## src/rtl/ex_muldiv_unit.sv

```systemverilog
// ex_muldiv_unit
//   Iterative radix-2 multiply/divide unit in the EX stage. Multiply is
//   shift-add and divide is restoring. Each takes one operand bit per cycle.
//   Signed operations work on magnitudes and apply a sign fix-up at the end.
//   While an operation is in flight, md_busy stalls the pipeline. The final
//   64-bit {hi,lo} result is kept on md_hi/md_lo for the HI/LO write path.
//
// Ports
//   clk        in  1      rising-edge clock
//   reset      in  1      asynchronous active-high reset
//   refresh    in  1      synchronous flush; aborts any operation
//   ex_stall   in  1      EX held by another source
//   ex_mult    in  1      EX instruction is MULT/MULTU (wins over ex_div)
//   ex_div     in  1      EX instruction is DIV/DIVU
//   ex_mdsign  in  1      signed operation
//   ex_A       in  WIDTH  multiplicand / dividend
//   ex_B       in  WIDTH  multiplier / divisor
//   md_busy    out 1      stall request (issue cycle, RUN and FIX)
//   md_valid   out 1      result valid (DONE state)
//   md_hi      out WIDTH  product high half / remainder
//   md_lo      out WIDTH  product low half / quotient
module ex_muldiv_unit #(
  parameter int WIDTH = 32
) (
  input  logic             clk,
  input  logic             reset,
  input  logic             refresh,
  input  logic             ex_stall,
  input  logic             ex_mult,
  input  logic             ex_div,
  input  logic             ex_mdsign,
  input  logic [WIDTH-1:0] ex_A,
  input  logic [WIDTH-1:0] ex_B,
  output logic             md_busy,
  output logic             md_valid,
  output logic [WIDTH-1:0] md_hi,
  output logic [WIDTH-1:0] md_lo
);

  localparam int W2 = 2 * WIDTH;
  localparam int CW = (WIDTH > 1) ? $clog2(WIDTH) : 1;
  localparam logic [CW-1:0] LAST_CNT = CW'(WIDTH - 1);

  typedef enum logic [1:0] {
    IDLE = 2'd0,
    RUN  = 2'd1,
    FIX  = 2'd2,
    DONE = 2'd3
  } state_t;

  function automatic logic [WIDTH-1:0] neg_w(input logic [WIDTH-1:0] v);
    return (~v) + WIDTH'(1);
  endfunction

  function automatic logic [W2-1:0] neg_2w(input logic [W2-1:0] v);
    return (~v) + W2'(1);
  endfunction

  // Magnitude of an operand; only signed operations with a negative value flip.
  function automatic logic [WIDTH-1:0] abs_w(input logic [WIDTH-1:0] v, input logic sgn);
    return (sgn && v[WIDTH-1]) ? neg_w(v) : v;
  endfunction

  state_t            state_r, next_state_s;
  logic              start_s;
  logic              op_mult_r, sa_r, sb_r;
  logic [CW-1:0]     cnt_r;
  logic [W2-1:0]     acc_r, mcand_r, acc_next_s;
  // opa_r: multiplier (shifted right) for mult, dividend/quotient (shifted left) for div
  logic [WIDTH-1:0]  opa_r, opb_r, rem_r;
  logic [WIDTH:0]    rem_shift_s;
  logic [WIDTH-1:0]  rem_next_s;
  logic              quo_bit_s;

  assign start_s  = (ex_mult | ex_div) & ~refresh;
  assign md_valid = (state_r == DONE);

  // State register.
  always_ff @(posedge clk or posedge reset) begin
    if (reset) begin
      state_r <= IDLE;
    end else begin
      state_r <= next_state_s;
    end
  end

  // Next-state logic; refresh overrides every transition.
  always_comb begin
    next_state_s = state_r;
    if (refresh) begin
      next_state_s = IDLE;
    end else begin
      case (state_r)
        IDLE:    next_state_s = start_s ? RUN : IDLE;
        RUN:     next_state_s = (cnt_r == LAST_CNT) ? FIX : RUN;
        FIX:     next_state_s = DONE;
        // A held EX instruction must not restart the operation it issued.
        DONE:    next_state_s = ex_stall ? DONE : IDLE;
        default: next_state_s = IDLE;
      endcase
    end
  end

  // Stall request: asserted in the issue cycle so the pipeline holds at once.
  always_comb begin
    md_busy = 1'b0;
    case (state_r)
      IDLE:    md_busy = start_s;
      RUN:     md_busy = 1'b1;
      FIX:     md_busy = 1'b1;
      default: md_busy = 1'b0;
    endcase
  end

  // One iteration of each algorithm, evaluated from the current registers.
  always_comb begin
    rem_shift_s = {rem_r, opa_r[WIDTH-1]};
    // The remainder stays below the divisor, so a WIDTH-bit difference is exact.
    if (rem_shift_s >= {1'b0, opb_r}) begin
      rem_next_s = rem_shift_s[WIDTH-1:0] - opb_r;
      quo_bit_s  = 1'b1;
    end else begin
      rem_next_s = rem_shift_s[WIDTH-1:0];
      quo_bit_s  = 1'b0;
    end
    if (opa_r[0]) begin
      acc_next_s = acc_r + mcand_r;
    end else begin
      acc_next_s = acc_r;
    end
  end

  // Datapath: operand latch, iteration, sign fix-up and result registers.
  always_ff @(posedge clk or posedge reset) begin
    if (reset) begin
      op_mult_r <= 1'b0;
      sa_r      <= 1'b0;
      sb_r      <= 1'b0;
      cnt_r     <= '0;
      acc_r     <= '0;
      mcand_r   <= '0;
      opa_r     <= '0;
      opb_r     <= '0;
      rem_r     <= '0;
      md_hi     <= '0;
      md_lo     <= '0;
    end else if (refresh) begin
      op_mult_r <= 1'b0;
      sa_r      <= 1'b0;
      sb_r      <= 1'b0;
      cnt_r     <= '0;
      acc_r     <= '0;
      mcand_r   <= '0;
      opa_r     <= '0;
      opb_r     <= '0;
      rem_r     <= '0;
      md_hi     <= '0;
      md_lo     <= '0;
    end else begin
      case (state_r)
        IDLE: begin
          if (start_s) begin
            op_mult_r <= ex_mult;
            sa_r      <= ex_mdsign & ex_A[WIDTH-1];
            sb_r      <= ex_mdsign & ex_B[WIDTH-1];
            cnt_r     <= '0;
            acc_r     <= '0;
            rem_r     <= '0;
            mcand_r   <= {{WIDTH{1'b0}}, abs_w(ex_A, ex_mdsign)};
            opa_r     <= ex_mult ? abs_w(ex_B, ex_mdsign) : abs_w(ex_A, ex_mdsign);
            opb_r     <= abs_w(ex_B, ex_mdsign);
          end
        end
        RUN: begin
          cnt_r <= cnt_r + CW'(1);
          if (op_mult_r) begin
            acc_r   <= acc_next_s;
            mcand_r <= {mcand_r[W2-2:0], 1'b0};
            opa_r   <= {1'b0, opa_r[WIDTH-1:1]};
          end else begin
            rem_r <= rem_next_s;
            opa_r <= {opa_r[WIDTH-2:0], quo_bit_s};
          end
        end
        FIX: begin
          if (op_mult_r) begin
            {md_hi, md_lo} <= (sa_r ^ sb_r) ? neg_2w(acc_r) : acc_r;
          end else begin
            // Quotient takes the sign of A^B, remainder the sign of the dividend.
            md_lo <= (sa_r ^ sb_r) ? neg_w(opa_r) : opa_r;
            md_hi <= sa_r ? neg_w(rem_r) : rem_r;
          end
        end
        default: begin
        end
      endcase
    end
  end

endmodule

```

## config.mk

```make
export PLATFORM = sky130hd
export DESIGN_NAME = ex_muldiv_unit
export DESIGN_NICKNAME = d
export VERILOG_FILES = /design/src/rtl/ex_muldiv_unit.sv
export SDC_FILE = /design/constraint.sdc
export NUM_CORES = 1
export LEC_CHECK = 0
export BUFFER_PORTS_ARGS = -buffer_cell sky130_fd_sc_hd__buf_2
export CORE_ASPECT_RATIO = 0.5
export CORE_UTILIZATION = 55
export CTS_CLUSTER_DIAMETER = 80
export CTS_CLUSTER_SIZE = 8
export DETAILED_ROUTE_END_ITERATION = 7
export PLACE_DENSITY = 0.83
export SLEW_MARGIN = 20
export SYNTH_ARGS = -nofsm -noshare
export SYNTH_HDL_FRONTEND = slang
export SYNTH_SLANG_ARGS = --single-unit
export TNS_END_PERCENT = 1
```

## constraint.sdc

```tcl
create_clock -name clk -period 30.5 [get_ports clk]
set_clock_uncertainty 0.1 [all_clocks]
set_input_delay 4.575 -clock clk [delete_from_list [all_inputs] [get_ports clk]]
set_output_delay 4.575 -clock clk [all_outputs]
set_load 0.01 [all_outputs]
```

# == Yosys cells after proc, flatten, opt, wreduce, memory -nomap -nowiden ==
# Index checks and enable logic that the tools add are counted.
# word_totals
reg_bits,298
latch_bits,0
ram_bits,0
rom_bits,0
in_bits,71
out_inout_bits,66
elab_cells,105
memories,0
# classes
add_sub_neg,8
multipliers,0
n_div,0
order_cmp,1
n_eq_ne,8
n_shift,0
n_mux,52
bitwise_logic,11
n_reduce_logical,13
# op_table
op,count
2-to-1 mux 32 bit,21
2-to-1 mux 64 bit,8
case mux 64 bit (2 select lines),2
adder 32 x 1 -> 32 bit (second input constant),4
inverter 32 bit,4
case mux 32 bit (2 select lines),2
adder 64 x 1 -> 64 bit (second input constant),1
adder 64 bit,1
inverter 64 bit,1
greater-or-equal comparator 33 x 32 -> 1 bit,1
subtractor 32 bit,1
inequality test 3 bit (second input constant),4
2-to-1 mux 1 bit,11
2-to-1 mux 5 bit,2
case mux 5 bit (2 select lines),1
case mux 2 bit (4 select lines),1
2-to-1 mux 2 bit,3
AND reduction 3 bit,2
nonzero test 2 bit,3
adder 5 x 1 -> 5 bit (second input constant),1
== test 5 bit (second input constant),1
== test 2 bit (second input constant),2
AND reduction 2 bit,2
AND reduction 4 bit,1
10 further kinds,13

# == Logic depth before layout (Yosys ltp) ==
# Gate-level depths: netlist of run 1.
# logic_depth
depth_word,7
ltp_mapped,15

# == Worst setup path after synthesis of run 1 ==
# No wires, ideal clock.
# synth_path
path_type,in2out
start,in refresh
end,out md_busy
arrival_time_ps,5314
required_ps,25825
slack_ps,20511
stages,5
path_buffers,2
cell_sequence,clkbuf_1 > clkbuf_1 > nor2_1 > nor2_1 > nor2_1
# synth_between
elab_chain_cells,3
# synth_lines
item,line_no,text
"start, declared",27,"input logic refresh,"
inverter 1 bit,75,assign start_s = (ex_mult | ex_div) & ~refresh;
AND 1 bit,75,
case mux 1 bit (2 select lines),107,case (state_r)
"end, declared",34,"output logic md_busy,"
# No other way between the ends.

# == Final worst setup path of run 1 ==
# layout_path
start,in ex_mult
end,out md_busy
# layout_between
elab_chain_cells,3
# layout_lines
item,line_no,text
"start, declared",29,"input logic ex_mult,"
bitwise OR 1 bit,75,
AND 1 bit,75,
case mux 1 bit (2 select lines),107,
# No other way between the ends.

==> reports/results.ini, run 1 <==
[power_and_ir_drop]
power_density_nw_per_um2 = 46.5
power.leakage_nw = 11.2
share_seq_of_total_power_pct = 39.1
int_power_mw = 0.760
p_sw_share_pct = 33.5
switching_power_mw = 0.383
comb_power_share_pct = 22.8
power.share.clock_pct = 38.1
fin_total_pwr_mw = 1.14
max-vdd-ir-drop_mv = 0.0378

[timing]
max_clock_freq_mhz = 93.8
report.final.setup_viol = 0
timing.final.max_slew_violations = 0
worstMarginPinSlew_ps = 1050
finalCritPeriodShare_pct = 34.9
rsz0062_at_grt = no
report.final.hold_viol_count = 0
relSlewSlack_pct = 29.7
fin_setup_tns_ps = 0
final_period_minus_worst_setup_slack_ps = 10660

[yosys]
primary_ff_master_synth = sky130_fd_sc_hd__dfrtp_1
synth_top_cell_area_share_pct = 33.2
synth_fp_nets = 2953
syn-mean-instance-area_sq_um = 8.10
synthCells = 2774
ys_ff_latch = 298
synth-edff-count = 0
yosysWarningCount = 0
synth.largest_area_cell = sky130_fd_sc_hd__dfrtp_1
seq_area_frac_synth_pct = 33.2
postSynth.asyncResetShare_pct = 100
synthesis.area_sq_um = 22500
ys_types = 86
netlist_top_cells_area = sky130_fd_sc_hd__dfrtp_1, sky130_fd_sc_hd__ha_1, sky130_fd_sc_hd__a21oi_1

[clock_network]
tritoncts_clock_tree = done
clock_latency_ps = 550
post_cts.resized_instances = 0
clock_tree.htree_level_count = 2
cts.root.buffer_cell = sky130_fd_sc_hd__clkbuf_16
cts_buffer_depth = 3
tritoncts.num_buffers = 43
holdBufCountCts = 0
postCtsSetupBuffers = 0
worst_setup_hold_path_clk_slew_ps = 50
clock_sinks = 298

[worst_setup_path]
crit_start = ex_mult
worst_path_cell_chain = buf_2 -> buf_4 -> o21ai_0 -> buf_4 -> nor2_1 -> nor2_1 -> nor2_1 -> buf_2
cp_data_required_time_ps = 25830
cp-start-kind = primary input
timing.critical_path.slowest_stage_cell = sky130_fd_sc_hd__buf_4
critical-path-top-cell-by-count = sky130_fd_sc_hd__nor2_1
worst_ep_arrival_time_ps = 5980
critical_path_class = primary input to output pin
setup.worst_path.end_class = output pin
crit-reg2reg-launch = acc_r[22]$_DFFE_PP0P_
worstPathMaxFanout = 63
cpPeakStageDelay_ps = 490

[global_route]
grt_antenna_before_repair = 3
grt_start_max_net_pins = 99
number_of_global_route_vias_before_repair = 20100
gr-usage-all-layers_pct = 34.2
wire_length_of_the_first_global_routing_pass_um = 113000
grt_overflow = 0

[floorplanning]
placeable_core_region_sq_um = 39600
initial_core_util_pct = 56.8
placementRows = 51
chipWidth_um = 288
ioPinCount = 137
fp.dieArea_sq_um = 41700
chipHeight_um = 145

[final_layout]
area_delta_synth_final_pct = 9.40
postLayoutCoreUtil_pct = 62.1
layout-drive-gt1-share_pct = 9.61
final.fill_count = 3408
num-nets-final = 2987

[drt]
wl_per_cell_um = 21.6
detail_route.drc_violations = 0
drt_iter0_drc = 3070
drt-total-wl_um = 72200
num_vias = 21900
first_pass_iters = 6
antenna_left = 0
detail_route.vias_per_cell = 6.55

[place]
hpwl_um = 52100
place.port_buffers = 136
place.gp.congestion = 1.02

[min_path]
min-delay-path-class = flip-flop to flip-flop
hold_path.startpoint = cnt_r[4]$_DFFE_PP0P_

[job]
max_cap_violations = 0

[status]
outcome = finished clean

## cells by family after synthesis
kind of cell / Yosys count / share of synthesized area [%]
compound gates: 920 / 25.7
xor+xnor: 271 / 10.6
fa+ha+maj: 108 / 6.08
buf+inv: 249 / 4.20
flops: 298 / 33.2
mux: 52 / 2.48
simple gates: 876 / 17.8
## per-stage QoR
| stage | std cells | area, sq um | hold slack [ps] | worst slack, ps |
|---|---|---|---|---|
| 6_report | 3342 | 24600 | 385 | 19840 |
| 5_1_grt | 3342 | 24600 | 401 | 19810 |
| 4_1_cts | 3339 | 24600 | 382 | 19900 |
| 3_5_place_dp | 3292 | 23400 | 371 | 19890 |
| 3_3_place_gp | 3292 | 23400 | 362 | 19880 |
| 2_1_floorplan | 2774 | 22500 | 345 | 17590 |
## sequential cells by signal, indices dropped and copies added, names as in the netlist
| name | count |
|---|---|
| acc_r | 64 |
| cnt_r | 5 |
| mcand_r | 64 |
| md_hi | 32 |
| md_lo | 32 |
| op_mult_r | 1 |
| opa_r | 32 |
| opb_r | 32 |
| rem_r | 32 |
| sa_r | 1 |
| sb_r | 1 |
| state_r | 2 |
## synthesized netlist by cell type (16+ instances only)
library cell and n:
sky130_fd_sc_hd__nand2_1 332, sky130_fd_sc_hd__dfrtp_1 298, sky130_fd_sc_hd__nor2_1 290, sky130_fd_sc_hd__a21oi_1 259
sky130_fd_sc_hd__o21ai_0 231, sky130_fd_sc_hd__clkbuf_1 150, sky130_fd_sc_hd__xnor2_1 141, sky130_fd_sc_hd__xor2_1 130
sky130_fd_sc_hd__ha_1 106, sky130_fd_sc_hd__a211oi_1 100, sky130_fd_sc_hd__inv_1 76, sky130_fd_sc_hd__a21o_1 71
sky130_fd_sc_hd__o31ai_1 59, sky130_fd_sc_hd__nor3_1 41, sky130_fd_sc_hd__nor2b_1 33, sky130_fd_sc_hd__mux2i_1 31
sky130_fd_sc_hd__nand3_1 26, sky130_fd_sc_hd__a31oi_1 23, sky130_fd_sc_hd__nor4_1 23, sky130_fd_sc_hd__o21ai_1 22
sky130_fd_sc_hd__nand2b_1 20, sky130_fd_sc_hd__nand4_1 20, sky130_fd_sc_hd__mux2_2 19, sky130_fd_sc_hd__o41ai_1 19
sky130_fd_sc_hd__buf_1 16, sky130_fd_sc_hd__o21bai_1 16
## power by group through the flow
stage	Combinational [mW]	Sequential (mW)	Clock [mW]
final	0.260	0.447	0.435
after global routing	0.283	0.448	0.453
after CTS	0.252	0.444	0.436
after detailed placement	0.250	0.450	0
after global placement	0.245	0.449	0
after floorplan	0.189	0.435	0
## critical path, delay by kind of cell
kind / cells / cell delay, ps
buffers and inverters: 4 / 930
and+or+nand+nor: 3 / 250
AOI/OAI and AO/OA: 1 / 190
## cell usage in the layout, fill, tap and decap left out, types with 13 or more instances in the layout
master,Yosys,routed
sky130_fd_sc_hd__a211oi_1,100,100
sky130_fd_sc_hd__a21o_1,71,70
sky130_fd_sc_hd__a21oi_1,259,258
sky130_fd_sc_hd__a22o_1,13,13
sky130_fd_sc_hd__a22oi_1,13,13
sky130_fd_sc_hd__a31oi_1,23,23
sky130_fd_sc_hd__buf_2,5,135
sky130_fd_sc_hd__buf_4,1,25
sky130_fd_sc_hd__clkbuf_16,0,45
sky130_fd_sc_hd__dfrtp_1,298,297
sky130_fd_sc_hd__ha_1,106,105
sky130_fd_sc_hd__inv_1,76,75
sky130_fd_sc_hd__mux2_2,19,19
sky130_fd_sc_hd__mux2i_1,31,31
sky130_fd_sc_hd__nand2_1,332,332
sky130_fd_sc_hd__nand2b_1,20,20
sky130_fd_sc_hd__nand3_1,26,26
sky130_fd_sc_hd__nand4_1,20,20
sky130_fd_sc_hd__nor2_1,290,290
sky130_fd_sc_hd__nor2b_1,33,32
sky130_fd_sc_hd__nor3_1,41,41
sky130_fd_sc_hd__nor4_1,23,23
sky130_fd_sc_hd__o21ai_0,231,231
sky130_fd_sc_hd__o21ai_1,22,21
sky130_fd_sc_hd__o21bai_1,16,16
sky130_fd_sc_hd__o31ai_1,59,59
sky130_fd_sc_hd__o41ai_1,19,19
sky130_fd_sc_hd__or3_1,13,13
sky130_fd_sc_hd__xnor2_1,141,140
sky130_fd_sc_hd__xor2_1,130,129
## layer usage
layer,global-route usage [%],wire length [um]
met3,8.38,8390
met5,0,13
met2,50.2,30800
met4,10.8,2450
met1,49.4,30500
## path summary, 6_finish.rpt
path                                         end  slack [ps]  cells after the start
max in group asynchronous  acc_r[41]$_DFFE_PP0P_       24020                      4
min                         cnt_r[4]$_DFFE_PP0P_         390                      2
max reg2reg                acc_r[63]$_DFFE_PP0P_       26370                      9
min reg2reg                 cnt_r[4]$_DFFE_PP0P_         390                      2
max                                      md_busy       19840                      8
min in group asynchronous   opb_r[9]$_DFFE_PP0P_        4010                      2
## area by class of cell
class / count / area (sq um) / share of cell area [%]
Antenna cell: 2 / 5.00 / 0.0204
Clock buffer: 46 / 1130 / 4.60
Clock inverter: 1 / 8.76 / 0.0356
Inverter: 77 / 297 / 1.21
Multi-Input combinational cell: 2227 / 14100 / 57.5
Sequential cell: 298 / 7460 / 30.3
Tap cell: 530 / 663 / 2.70
Timing Repair Buffer: 161 / 891 / 3.62
Note: power is estimated with default switching activity, not from simulation.
==> run 2: changes to the inputs <==
- ABC_AREA: unset -> 1
- PLACE_DENSITY: 0.83 -> 0.86
- clock period: 30.5 -> 9.5 ns (I/O delays scaled with it)
==> reports/results.ini, run 2 <==
[clock_network]
post_cts.resized_instances = 0
clock_latency_ps = 580
cts_buffer_depth = 3
worst_setup_hold_path_clk_slew_ps = 50
holdBufCountCts = 0
cts.root.buffer_cell = sky130_fd_sc_hd__clkbuf_16
clock_tree.htree_level_count = 2
postCtsSetupBuffers = 0
tritoncts_clock_tree = done
tritoncts.num_buffers = 43
clock_sinks = 298

[yosys]
ys_ff_latch = 298
synthesis.area_sq_um = 27900
synth_most_common_cell = sky130_fd_sc_hd__nand2_1
yosysWarningCount = 0
netlist_top_cells_area = sky130_fd_sc_hd__dfrtp_1, sky130_fd_sc_hd__nand2_1, sky130_fd_sc_hd__inv_1
synthCells = 4897
synth_fp_nets = 5076
synth.largest_area_cell = sky130_fd_sc_hd__dfrtp_1
synth.cells.most_frequent = sky130_fd_sc_hd__nand2_1, sky130_fd_sc_hd__inv_1, sky130_fd_sc_hd__nor2_1
synth_top_cell_area_share_pct = 26.8
synth-edff-count = 0
syn-mean-instance-area_sq_um = 5.69
primary_ff_master_synth = sky130_fd_sc_hd__dfrtp_1
postSynth.asyncResetShare_pct = 100
ys_types = 46
seq_area_frac_synth_pct = 26.8

[power_and_ir_drop]
power.leakage_nw = 17.4
fin_total_pwr_mw = 4.44
power_density_nw_per_um2 = 148
max-vdd-ir-drop_mv = 0.0965

[timing]
holdWs_ps = 375
relSlewSlack_pct = 27.3
finalCritPeriodShare_pct = 59.3
report.final.setup_viol = 0
timing.final.max_slew_violations = 0
final_period_minus_worst_setup_slack_ps = 5630
report.final.hold_viol_count = 0
fin_setup_tns_ps = 0
worstMarginPinSlew_ps = 1090
rsz0062_at_grt = no
max_clock_freq_mhz = 178

[worst_setup_path]
worstPathMaxFanout = 41
setup.worst_path.end_class = output pin
worst_ep_arrival_time_ps = 4100
crit-reg2reg-capture = acc_r[35]$_DFFE_PP0P_
rr_worst_depth = 12
cp-start-kind = primary input
crit-reg2reg-launch = state_r[1]$_DFF_PP0_
critical_path_class = primary input to output pin
setup.reg_to_reg.worst_slack_ps = 4490
cp_data_required_time_ps = 7980

[drt]
drt_iter0_drc = 5020
antenna_left = 0
detail_route.drc_violations = 2
drt-total-wl_um = 110000
detail_route.vias_per_cell = 5.79
wl_per_cell_um = 19.6
first_pass_iters = 8
num_vias = 32600

[status]
outcome = finished with violations
violations_in_the_final_reports = DRC

[final_layout]
most-common-layout-cells = sky130_fd_sc_hd__nand2_1, sky130_fd_sc_hd__inv_1, sky130_fd_sc_hd__nor2_1
num-nets-final = 5138
postLayoutCoreUtil_pct = 61.1
multi_input_area_sq_um = 17000
layout_commonest_cell = sky130_fd_sc_hd__nand2_1
area_delta_synth_final_pct = 7.99
final.fill_count = 4964
sequential_cell_area_sq_um = 7460
reg_top3 = acc_r x64, mcand_r x64
fin_area_sq_um = 30100
antenna-diode-count = 0
layout-drive-gt1-share_pct = 4.62

[floorplanning]
chipHeight_um = 161
fp.dieArea_sq_um = 51600
placementRows = 57
ioPinCount = 137
chipWidth_um = 320
placeable_core_region_sq_um = 49300
initial_core_util_pct = 56.5

[min_path]
hold_depth = 2
worst_hold_path.endpoint = md_lo[10]$_DFFE_PP0P_
hold_path.startpoint = md_lo[10]$_DFFE_PP0P_
min-delay-path-class = flip-flop to flip-flop

[job]
max_cap_violations = 0

[place]
placed_cell_area_sq_um = 29000
place.port_buffers = 136
place.gp.congestion = 1.05
hpwl_um = 87400

[global_route]
grt_overflow = 0
grt_start_max_net_pins = 170
grt_antenna_before_repair = 2
wire_length_of_the_first_global_routing_pass_um = 168000
number_of_global_route_vias_before_repair = 29400
gr-usage-all-layers_pct = 42.1

==> run 2: cell types whose count changed after synthesis, moves of 33 or more <==
cell                       previous run  this run
sky130_fd_sc_hd__a21oi_1            259       164
sky130_fd_sc_hd__xnor2_1            141        22
sky130_fd_sc_hd__xor2_1             130        29
sky130_fd_sc_hd__nor2_1             290       496
sky130_fd_sc_hd__inv_1               76       742
sky130_fd_sc_hd__a21o_1              71         1
sky130_fd_sc_hd__o31ai_1             59         4
sky130_fd_sc_hd__o21ai_0            231       289
sky130_fd_sc_hd__a211oi_1           100         8
sky130_fd_sc_hd__nand2_1            332      1871
sky130_fd_sc_hd__nand3_1             26       479
sky130_fd_sc_hd__clkbuf_1           150        97
sky130_fd_sc_hd__nor2b_1             33         0
==> run 2: layout make-up <==
class,count,area share (%)
repair buffers,155,2.78
clock buffers,44,3.59
clock inverters,3,0.0624
inverters,752,9.40
well taps,678,2.82
flip-flops and latches,298,24.8
multi-input cells,3709,56.6
==> run 2: through the flow <==
stage / std cells / setup slack [ps]
after CTS: 5639 / 3960
after global placement: 5592 / 4120
after detailed placement: 5592 / 3960
after global routing: 5639 / 3710
after floorplan: 4897 / 4020
final: 5639 / 3870
==> run 2: cells by family after synthesis <==
logic type	Yosys count	synth area share, %
adder cells (fa/ha/maj)	108	4.90
XOR/XNOR	51	1.60
AND/OR/NAND/NOR	3000	43.9
AO/OA/AOI/OAI	550	10.7
buffers and inverters	890	12.2
flip-flops	298	26.8
==> run 2: routing by layer <==
layer / wire length [um] / vias to the layer above / share of wire [%] / GRT usage [%]
met2: 46600 / 1746 / 42 / 64.0
met1: 47200 / 15200 / 43 / 59.4
met5: 0 / - / 0 / 0
met4: 3110 / 0 / 2.8 / 11.4
li1: - / 15500 / - / -
met3: 13600 / 223 / 12 / 10.6
==> run 2: worst max-delay path, stage by stage <==
cell	delay, ps
sky130_fd_sc_hd__buf_2	540
sky130_fd_sc_hd__o21ai_2	240
sky130_fd_sc_hd__nor2_2	840
sky130_fd_sc_hd__clkinv_1	560
sky130_fd_sc_hd__a21oi_1	310
sky130_fd_sc_hd__buf_2	170
==> run 2: how the worst max path moves through the flow <==
stage | startpoint | to | slack, ps | depth (start not counted)
6_report | ex_mult | md_busy | 3870 | 6
5_1_grt | ex_mult | md_busy | 3710 | 6
4_1_cts | ex_mult | md_busy | 3960 | 6
3_5_place_dp | ex_mult | md_busy | 3960 | 6
3_3_place_gp | ex_mult | md_busy | 4120 | 6
2_1_floorplan | reset | acc_r[0]$_DFFE_PP0P_ | 4020 | 1
==> run 2: report_power, final <==
part | internal (mW) | switching (mW) | total [mW] | leakage [nW]
logic | 0.450 | 1.14 | 1.59 | 12.8
clock network | 0.795 | 0.601 | 1.40 | 0.543
registers | 1.34 | 0.113 | 1.45 | 4.07
